===== src/rtl/mem_port_arbiter_pkg.sv =====
// Shared types and helpers for the unified-memory port arbiter.
package mem_port_arbiter_pkg;

    typedef enum logic [1:0] {
        ARB_IDLE = 2'd0,
        ARB_BUSY = 2'd1,
        ARB_RESP = 2'd2
    } arb_state_e;

    typedef enum logic [1:0] {
        OWN_NONE = 2'd0,
        OWN_IF   = 2'd1,
        OWN_D    = 2'd2
    } arb_owner_e;

    localparam int TCNT_W = 8;

    // Width needed to hold a data-grant streak count of 0..smax.
    function automatic int streak_width(input int smax);
        return (smax < 1) ? 1 : $clog2(smax + 1);
    endfunction

endpackage


===== src/rtl/mem_port_arbiter_pick.sv =====
// Combinational winner selection between fetch and data requests.
// Data normally wins; fetch is forced through once data has taken
// STARVE_MAX consecutive grants while a live fetch was waiting.
module mem_arb_pick
    import mem_port_arbiter_pkg::*;
#(
    parameter int STARVE_MAX = 4,
    parameter int SW         = streak_width(STARVE_MAX)
) (
    input  logic          if_req,
    input  logic          if_flush,
    input  logic          d_req,
    input  logic [SW-1:0] d_streak,
    output logic          if_live,
    output logic          forced,
    output logic          grant_d,
    output logic          grant_if
);

    // A flushed fetch is not a candidate this cycle.
    assign if_live  = if_req & ~if_flush;
    assign forced   = if_live & d_req & (d_streak == SW'(STARVE_MAX));
    assign grant_d  = d_req & ~forced;
    assign grant_if = if_live & ~grant_d;

endmodule


===== src/rtl/mem_port_arbiter.sv =====
// Arbiter sharing one single-port, variable-latency memory between
// instruction fetch and the MEM stage.
//
// state     | meaning
// ----------+------------------------------------------------------------
// ARB_IDLE  | no transaction; pick a winner and launch m_req
// ARB_BUSY  | m_req held with stable fields until m_ack or timeout
// ARB_RESP  | owner's one-cycle ack (fetch ack dropped if flushed)
module mem_port_arbiter
    import mem_port_arbiter_pkg::*;
#(
    parameter int ADDR_W     = 64,
    parameter int DATA_W     = 64,
    parameter int STARVE_MAX = 4,
    parameter int TIMEOUT    = 255
) (
    input  logic              clk,
    input  logic              rst_n,
    input  logic              if_req,
    input  logic [ADDR_W-1:0] if_addr,
    input  logic              if_flush,
    output logic [DATA_W-1:0] if_rdata,
    output logic              if_ack,
    input  logic              d_req,
    input  logic              d_we,
    input  logic [ADDR_W-1:0] d_addr,
    input  logic [DATA_W-1:0] d_wdata,
    output logic [DATA_W-1:0] d_rdata,
    output logic              d_ack,
    output logic              m_req,
    output logic              m_we,
    output logic [ADDR_W-1:0] m_addr,
    output logic [DATA_W-1:0] m_wdata,
    input  logic [DATA_W-1:0] m_rdata,
    input  logic              m_ack,
    output logic              if_stall,
    output logic              d_stall,
    output logic              err_timeout
);

    localparam int SW = streak_width(STARVE_MAX);

    arb_state_e        state_q;
    arb_owner_e        owner_q;
    logic [SW-1:0]     d_streak_q;
    logic [TCNT_W-1:0] tcnt_q;
    logic              flush_pend_q;
    logic              m_req_q;
    logic              m_we_q;
    logic [ADDR_W-1:0] m_addr_q;
    logic [DATA_W-1:0] m_wdata_q;
    logic [DATA_W-1:0] if_rdata_q;
    logic              if_ack_q;
    logic [DATA_W-1:0] d_rdata_q;
    logic              d_ack_q;
    logic              err_q;

    logic if_live;
    logic forced;
    logic grant_d;
    logic grant_if;
    logic if_dropped;
    logic timeout_hit;

    mem_arb_pick #(
        .STARVE_MAX (STARVE_MAX),
        .SW         (SW)
    ) u_pick (
        .if_req   (if_req),
        .if_flush (if_flush),
        .d_req    (d_req),
        .d_streak (d_streak_q),
        .if_live  (if_live),
        .forced   (forced),
        .grant_d  (grant_d),
        .grant_if (grant_if)
    );

    // A fetch whose flush arrives in the completing cycle is dropped too.
    assign if_dropped  = flush_pend_q | if_flush;
    // tcnt counts stalled BUSY cycles; reaching TIMEOUT on this cycle's
    // increment ends the transaction, so m_req lasts exactly TIMEOUT cycles.
    assign timeout_hit = (tcnt_q == TCNT_W'(TIMEOUT - 1));

    // Arbiter FSM with counters and all registered datapath outputs.
    always_ff @(posedge clk or negedge rst_n) begin
        if (!rst_n) begin
            state_q      <= ARB_IDLE;
            owner_q      <= OWN_NONE;
            d_streak_q   <= '0;
            tcnt_q       <= '0;
            flush_pend_q <= 1'b0;
            m_req_q      <= 1'b0;
            m_we_q       <= 1'b0;
            m_addr_q     <= '0;
            m_wdata_q    <= '0;
            if_rdata_q   <= '0;
            if_ack_q     <= 1'b0;
            d_rdata_q    <= '0;
            d_ack_q      <= 1'b0;
            err_q        <= 1'b0;
        end else begin
            if_ack_q <= 1'b0;
            d_ack_q  <= 1'b0;
            case (state_q)
                ARB_IDLE: begin
                    flush_pend_q <= 1'b0;
                    tcnt_q       <= '0;
                    if (grant_d) begin
                        m_req_q    <= 1'b1;
                        m_we_q     <= d_we;
                        m_addr_q   <= d_addr;
                        m_wdata_q  <= d_wdata;
                        owner_q    <= OWN_D;
                        state_q    <= ARB_BUSY;
                        d_streak_q <= if_live ? d_streak_q + SW'(1) : '0;
                    end else if (grant_if) begin
                        m_req_q    <= 1'b1;
                        m_we_q     <= 1'b0;
                        m_addr_q   <= if_addr;
                        m_wdata_q  <= '0;
                        owner_q    <= OWN_IF;
                        state_q    <= ARB_BUSY;
                        d_streak_q <= '0;
                    end
                end
                ARB_BUSY: begin
                    if (if_flush) flush_pend_q <= 1'b1;
                    if (m_ack) begin
                        m_req_q <= 1'b0;
                        tcnt_q  <= '0;
                        state_q <= ARB_RESP;
                        if (owner_q == OWN_D) begin
                            d_rdata_q <= m_we_q ? '0 : m_rdata;
                            d_ack_q   <= 1'b1;
                        end else if (!if_dropped) begin
                            if_rdata_q <= m_rdata;
                            if_ack_q   <= 1'b1;
                        end
                    end else if (timeout_hit) begin
                        m_req_q <= 1'b0;
                        tcnt_q  <= '0;
                        err_q   <= 1'b1;
                        state_q <= ARB_RESP;
                        if (owner_q == OWN_D) begin
                            d_rdata_q <= '0;
                            d_ack_q   <= 1'b1;
                        end else if (!if_dropped) begin
                            if_rdata_q <= '0;
                            if_ack_q   <= 1'b1;
                        end
                    end else begin
                        tcnt_q <= tcnt_q + TCNT_W'(1);
                    end
                end
                ARB_RESP: begin
                    tcnt_q  <= '0;
                    owner_q <= OWN_NONE;
                    state_q <= ARB_IDLE;
                end
                default: begin
                    state_q <= ARB_IDLE;
                    owner_q <= OWN_NONE;
                    m_req_q <= 1'b0;
                end
            endcase
        end
    end

    assign m_req       = m_req_q;
    assign m_we        = m_we_q;
    assign m_addr      = m_addr_q;
    assign m_wdata     = m_wdata_q;
    assign if_rdata    = if_rdata_q;
    // A flush arriving during the ack cycle itself still cancels the ack.
    assign if_ack      = if_ack_q & ~if_flush;
    assign d_rdata     = d_rdata_q;
    assign d_ack       = d_ack_q;
    assign err_timeout = err_q;
    assign if_stall    = if_req & ~if_ack & ~if_flush;
    assign d_stall     = d_req & ~d_ack_q;

endmodule


===== config.mk =====
export PLATFORM = sky130hd
export DESIGN_NAME = mem_port_arbiter
export DESIGN_NICKNAME = d
export VERILOG_FILES = /design/src/rtl/mem_port_arbiter_pkg.sv /design/src/rtl/mem_port_arbiter_pick.sv /design/src/rtl/mem_port_arbiter.sv
export SDC_FILE = /design/constraint.sdc
export NUM_CORES = 1
export LEC_CHECK = 0
export CORE_AREA = 5 5 204 206
export CTS_CLUSTER_DIAMETER = 60
export DETAILED_ROUTE_END_ITERATION = 8
export DIE_AREA = 0 0 209 211
export HOLD_SLACK_MARGIN = 0.03
export PLACE_DENSITY = 0.67
export SLEW_MARGIN = 25
export SYNTH_ARGS = -nofsm -noshare
export SYNTH_HDL_FRONTEND = slang
export SYNTH_HIERARCHICAL = 1
export SYNTH_SLANG_ARGS = --single-unit

===== constraint.sdc =====
create_clock -name clk -period 1.95 [get_ports clk]
set_clock_uncertainty 0.05 [all_clocks]
set_input_delay 0.2925 -clock clk [delete_from_list [all_inputs] [get_ports clk]]
set_output_delay 0.2925 -clock clk [all_outputs]
set_load 0.01 [all_outputs]

==> flow_summary.toml, run 1 <==
[route]
wl_met2_um = 18500
vias = 9111
viasPerCell = 4.699
wl_per_cell_um = 20.33
wirelength_um = 39430
drc = 0
wirelength_met1_um = 15940
dr.pass1.iters = 4
postRouteAntennaNets = 0
dr_wl_met3_um = 3575
first_iter_violations = 553
top_layer = "met5"

[cells_and_area]
fin_cells = 1939
n_antenna_cell = 0
layout.nets = 1661
syn2layout_area_growth_pct = 73.28
layout-drive-gt1-share_pct = 10.82
postLayoutCellArea_um2 = 18500
final_common_cell = "clkdlybuf4s50_1"
layout_common_cells = "clkdlybuf4s50_1 (517), dfrtp_1 (276), a22o_1 (193)"

[clock_tree]
cts_tree = "done"
h-tree-depth = 2
clkLatencyLatePin_ns = 0.52
clk_pin_slew_worst_paths_ns = 0.06
numCtsBuffers = 34
cts_buffer_depth = 3
clkSinkCount = 277
cts-root-buf = "clkbuf_16"

[global_route]
grt_usage_pct = 16.71
gr-total-overflow = 0
grt_pass1_vias = 9645
grt_start_max_net_pins = 66
antenna_found_initial = 3
grt_pass1_wl_um = 58330

[critical_path]
cp_common_cell = "clkbuf_16"
path_max_fanout = 6
critPathLaunchType = "flip-flop"
crit_path_cell_trace = "or3b_4 > a21oi_2 > buf_4 > o21ai_4 > buf_12 > clkbuf_16 > clkbuf_16 > a22o_1"
reg2reg_setup_slack_ns = -0.02
max_stage_delay_ns = 0.41
slowest_stage = "or3b_4"
worstPathRequired_ns = 2.30
crit_type = "flip-flop to flip-flop"
crit_arrival_ns = 2.33
cp-end-kind = "flip-flop"

[timing]
hold_slack_ns = 0.2794
final.min_clock_period_ns = 1.973
finalCritPeriodShare_pct = 101.2
slew_violations = 0
worst_slack_ns = -0.02263
hold_viol = 0
worst_pin_slew_ns = 0.5890
tns_ns = -0.1439
fmax_ghz = 0.5069
setup_violations = 15
relSlewSlack_pct = 60.73
grt_setup_unrepaired = "true"

[floorplanning]
die_height_um = 211
die_x_um = 209
ios = 526
placementRows = 73
initial_core_util_pct = 27.06
dieArea_um2 = 44100
core-area_um2 = 39460

[place]
routabilityCongestion = 0.8264
hpwl_um = 29170
dpl_cell_area_um2 = 17090
port-buffer-count = 525
place_inst = 1868

[yosys]
synth_nets = 1081
yosys_warnings = 6
syn_inst = 815
syn_area_um2 = 10680
syn_area_per_cell_um2 = 13.10

[status]
outcome = "finished with violations"
violations = "negative setup slack"

[power_and_ir_drop]
max-vdd-ir-drop_mv = 0.6179
p_per_area_nw_per_um2 = 1504
p_leak_nw = 8.183

[min_path]
worstHoldPathType = "primary input to async pin"

[flow_run]
maxCapViolCount = 0
-- where the power goes --
part           internal, W  leakage [nW]  switching, W
clock              0.00361         0.520       0.00239
combinational      0.00714          4.16       0.00502
sequential         0.00821          3.50       0.00147
total               0.0190          8.18       0.00887
-- sequential cells by signal (all words and copies together), names as in the netlist, 2 cells and up --
signal	flops
m_wdata	64
state_q	2
d_streak_q	3
owner_q	2
m_addr	64
if_rdata	64
tcnt_q	8
d_rdata	64
-- final timing paths --
path | from | endpoint | cells after the start
max reg2reg | d_streak_q[0]$_DFFE_PN0P_ | m_wdata[1]$_DFFE_PN0P_ | 8
min | rst_n | m_wdata[49]$_DFFE_PN0P_ | 2
min in group clk | d_wdata[44] | m_wdata[44]$_DFFE_PN0P_ | 2
min reg2reg | m_addr[62]$_DFFE_PN0P_ | m_addr[62]$_DFFE_PN0P_ | 2
max | d_streak_q[0]$_DFFE_PN0P_ | m_wdata[1]$_DFFE_PN0P_ | 8
max in group asynchronous | rst_n | m_addr[54]$_DFFE_PN0P_ | 3
-- timing repair --
| item | CTS | global route |
|---|---|---|
| gates cloned | 0 | 9 |
| hold buffers | 1 | 0 |
| endpoints found under the setup margin | 34 | 152 |
| pin swaps | 0 | 18 |
| resized for setup | 7 | 25 |
| hold endpoints to repair | 55 | 0 |
| setup buffers | 0 | 6 |
-- critical path, delay by kind of cell (launching register included) --
family	cells	cell delay [ns]
compound gates	3	0.40
buf+inv	4	0.63
flops	1	0.38
simple gates	1	0.41
-- layout make-up --
type,count,area [µm²]
clock buffers,47,970.9
clock inverters,8,78.83
fillers,3621,20960
inverters,8,30.03
multi-input cells,466,3463
flip-flops and latches,277,6933
well taps,525,656.9
repair buffers,608,6370
-- metal layers --
| layer | global-route usage [%] | vias up |
|---|---|---|
| li1 | - | 4169 |
| met4 | 6.436 | 6 |
| met5 | 0 | - |
| met1 | 20.41 | 4425 |
| met3 | 6.253 | 75 |
| met2 | 27.09 | 436 |
-- metrics by stage --
| step | setup slack [ns] | utilization, % | total power, W |
|---|---|---|---|
| 5_1_grt | -0.1012 | 46.89 | 0.02925 |
| 4_1_cts | -0.005772 | 46.01 | 0.02764 |
| 3_3_place_gp | -0.2385 | 43.31 | 0.02121 |
| 6_report | -0.02263 | 46.89 | 0.02783 |
| 2_1_floorplan | -0.1095 | - | 0.01398 |
| 3_5_place_dp | -0.2487 | 43.31 | 0.02145 |
No activity file was read; power rests on OpenSTA's default activity.
==> inputs of run 2 (changes only) <==
Settings changed: CTS_CLUSTER_SIZE set to 30.
==> run 2 against run 1 <==
Net effect: via count is 0.37% lower; critical path type unchanged; global-route usage decreased by 0.33 points; register-to-register slack better by 0.02 ns; largest power group unchanged; the flow now finishes without violations; first-iteration DRC count shrank 9.4%.
==> flow_summary.toml, run 2 (synthesis results as in run 1) <==
[floorplanning]
dieArea_um2 = 44100
die_x_um = 209
core-area_um2 = 39460
die_height_um = 211
initial_core_util_pct = 27.06
ios = 526
placementRows = 73

[cells_and_area]
layout-drive-gt1-share_pct = 11.32
n_antenna_cell = 0
layout.nets = 1655
final_common_cell = "clkdlybuf4s50_1"
syn2layout_area_growth_pct = 72.57
layout_common_cells = "clkdlybuf4s50_1 (513), dfrtp_1 (277), a22o_1 (193)"
postLayoutCellArea_um2 = 18430

[place]
hpwl_um = 29170
dpl_cell_area_um2 = 17090
routabilityCongestion = 0.8264
place_ws_ns = -0.2487
port-buffer-count = 525

[route]
wirelength_um = 39300
vias = 9077
wl_per_cell_um = 20.36
viasPerCell = 4.703
first_iter_violations = 501
drc = 0
dr.pass1.iters = 4
postRouteAntennaNets = 0

[global_route]
antenna_found_initial = 3
grt_usage_pct = 16.38
gr-total-overflow = 0
grt_pass1_vias = 9619
grt_start_max_net_pins = 66
grt_pass1_wl_um = 57820

[power_and_ir_drop]
p_per_area_nw_per_um2 = 1480
max-vdd-ir-drop_mv = 0.7782
total_power_w = 0.02728
p_leak_nw = 8.124

[timing]
final.min_clock_period_ns = 1.948
tns_ns = 0
grt_setup_unrepaired = "true"
fmax_ghz = 0.5134
worst_pin_slew_ns = 0.5941
slew_violations = 0
setup_violations = 0
hold_viol = 0
worst_slack_ns = 0.002297
relSlewSlack_pct = 60.39
finalCritPeriodShare_pct = 99.88

[clock_tree]
numCtsBuffers = 25
cts-root-buf = "clkbuf_16"
h-tree-depth = 1
cts_tree = "done"
cts_buffer_depth = 3
clkLatencyLatePin_ns = 0.55
clkSinkCount = 277
clk_pin_slew_worst_paths_ns = 0.07

[critical_path]
path_max_fanout = 7
cp_top_family = "buffers and inverters"
max_stage_delay_ns = 0.41
worstPathRequired_ns = 2.34
crit_type = "flip-flop to flip-flop"
cp-end-kind = "flip-flop"
crit_arrival_ns = 2.34
critPathLaunchType = "flip-flop"
crit_path_cell_trace = "or3b_4 > a21oi_2 > buf_4 > o21ai_4 > buf_12 > clkbuf_16 > buf_16 > a22o_1"
critPathBufInv = 4
slowest_stage = "or3b_4"

[status]
outcome = "completed"

[flow_run]
maxCapViolCount = 0

[min_path]
worstHoldPathType = "primary input to async pin"
[run 2: area by class of cell]
cell class | count | area, µm²
fill | 3615 | 21030
inverter | 8 | 30.03
timing repair buffer | 611 | 6436
multi-input combinational | 466 | 3492
sequential | 277 | 6932
clock buffer | 25 | 625.6
tap | 525 | 656.9
clock inverter | 18 | 254.0
[run 2: what timing repair did]
item,4_1_cts,5_1_grt
pin swaps,1,40
setup buffers,1,7
hold endpoints to repair,55,0
hold buffers,1,0
cloned,0,10
resized for setup,12,37
endpoints found under the setup margin,46,76
[run 2: final timing paths]
| path | slack (ns) | endpoint | cells after the start | start |
|---|---|---|---|---|
| worst min-delay path | 0.23 | m_wdata[49]$_DFFE_PN0P_ | 2 | rst_n |
| min in group clk | 0.28 | m_wdata[17]$_DFFE_PN0P_ | 2 | d_wdata[17] |
| worst max-delay path | 0.002 | m_wdata[9]$_DFFE_PN0P_ | 8 | d_streak_q[0]$_DFFE_PN0P_ |
| worst max register to register | 0.002 | m_wdata[9]$_DFFE_PN0P_ | 8 | d_streak_q[0]$_DFFE_PN0P_ |
| max in group asynchronous | 0.89 | m_addr[55]$_DFFE_PN0P_ | 3 | rst_n |
| worst min register to register | 0.43 | err_timeout$_DFFE_PN0P_ | 1 | err_timeout$_DFFE_PN0P_ |
[run 2: power breakdown]
| group | switching, W | internal, W |
|---|---|---|
| Sequential | 0.00147 | 0.00819 |
| Clock | 0.00253 | 0.00276 |
| Combinational | 0.00509 | 0.00724 |
| Total | 0.00909 | 0.0182 |
[run 2: routing by layer]
metal	vias to the layer above	GRT usage (%)	routed length [µm]
met2	424	26.97	18300
met4	6	6.346	1474
met1	4416	20.17	16020
met3	74	5.302	3454
met5	-	0	40
li1	4157	-	-
[run 2: through the flow]
step / util, % / hold slack, ns / cells
4_1_cts: 45.59 / 0.2437 / 1913
3_5_place_dp: 43.31 / 0.2586 / 1868
6_report: 46.70 / 0.2348 / 1930
3_3_place_gp: 43.31 / 0.2569 / 1868
2_1_floorplan: - / -0.05309 / 815
5_1_grt: 46.70 / 0.2579 / 1930
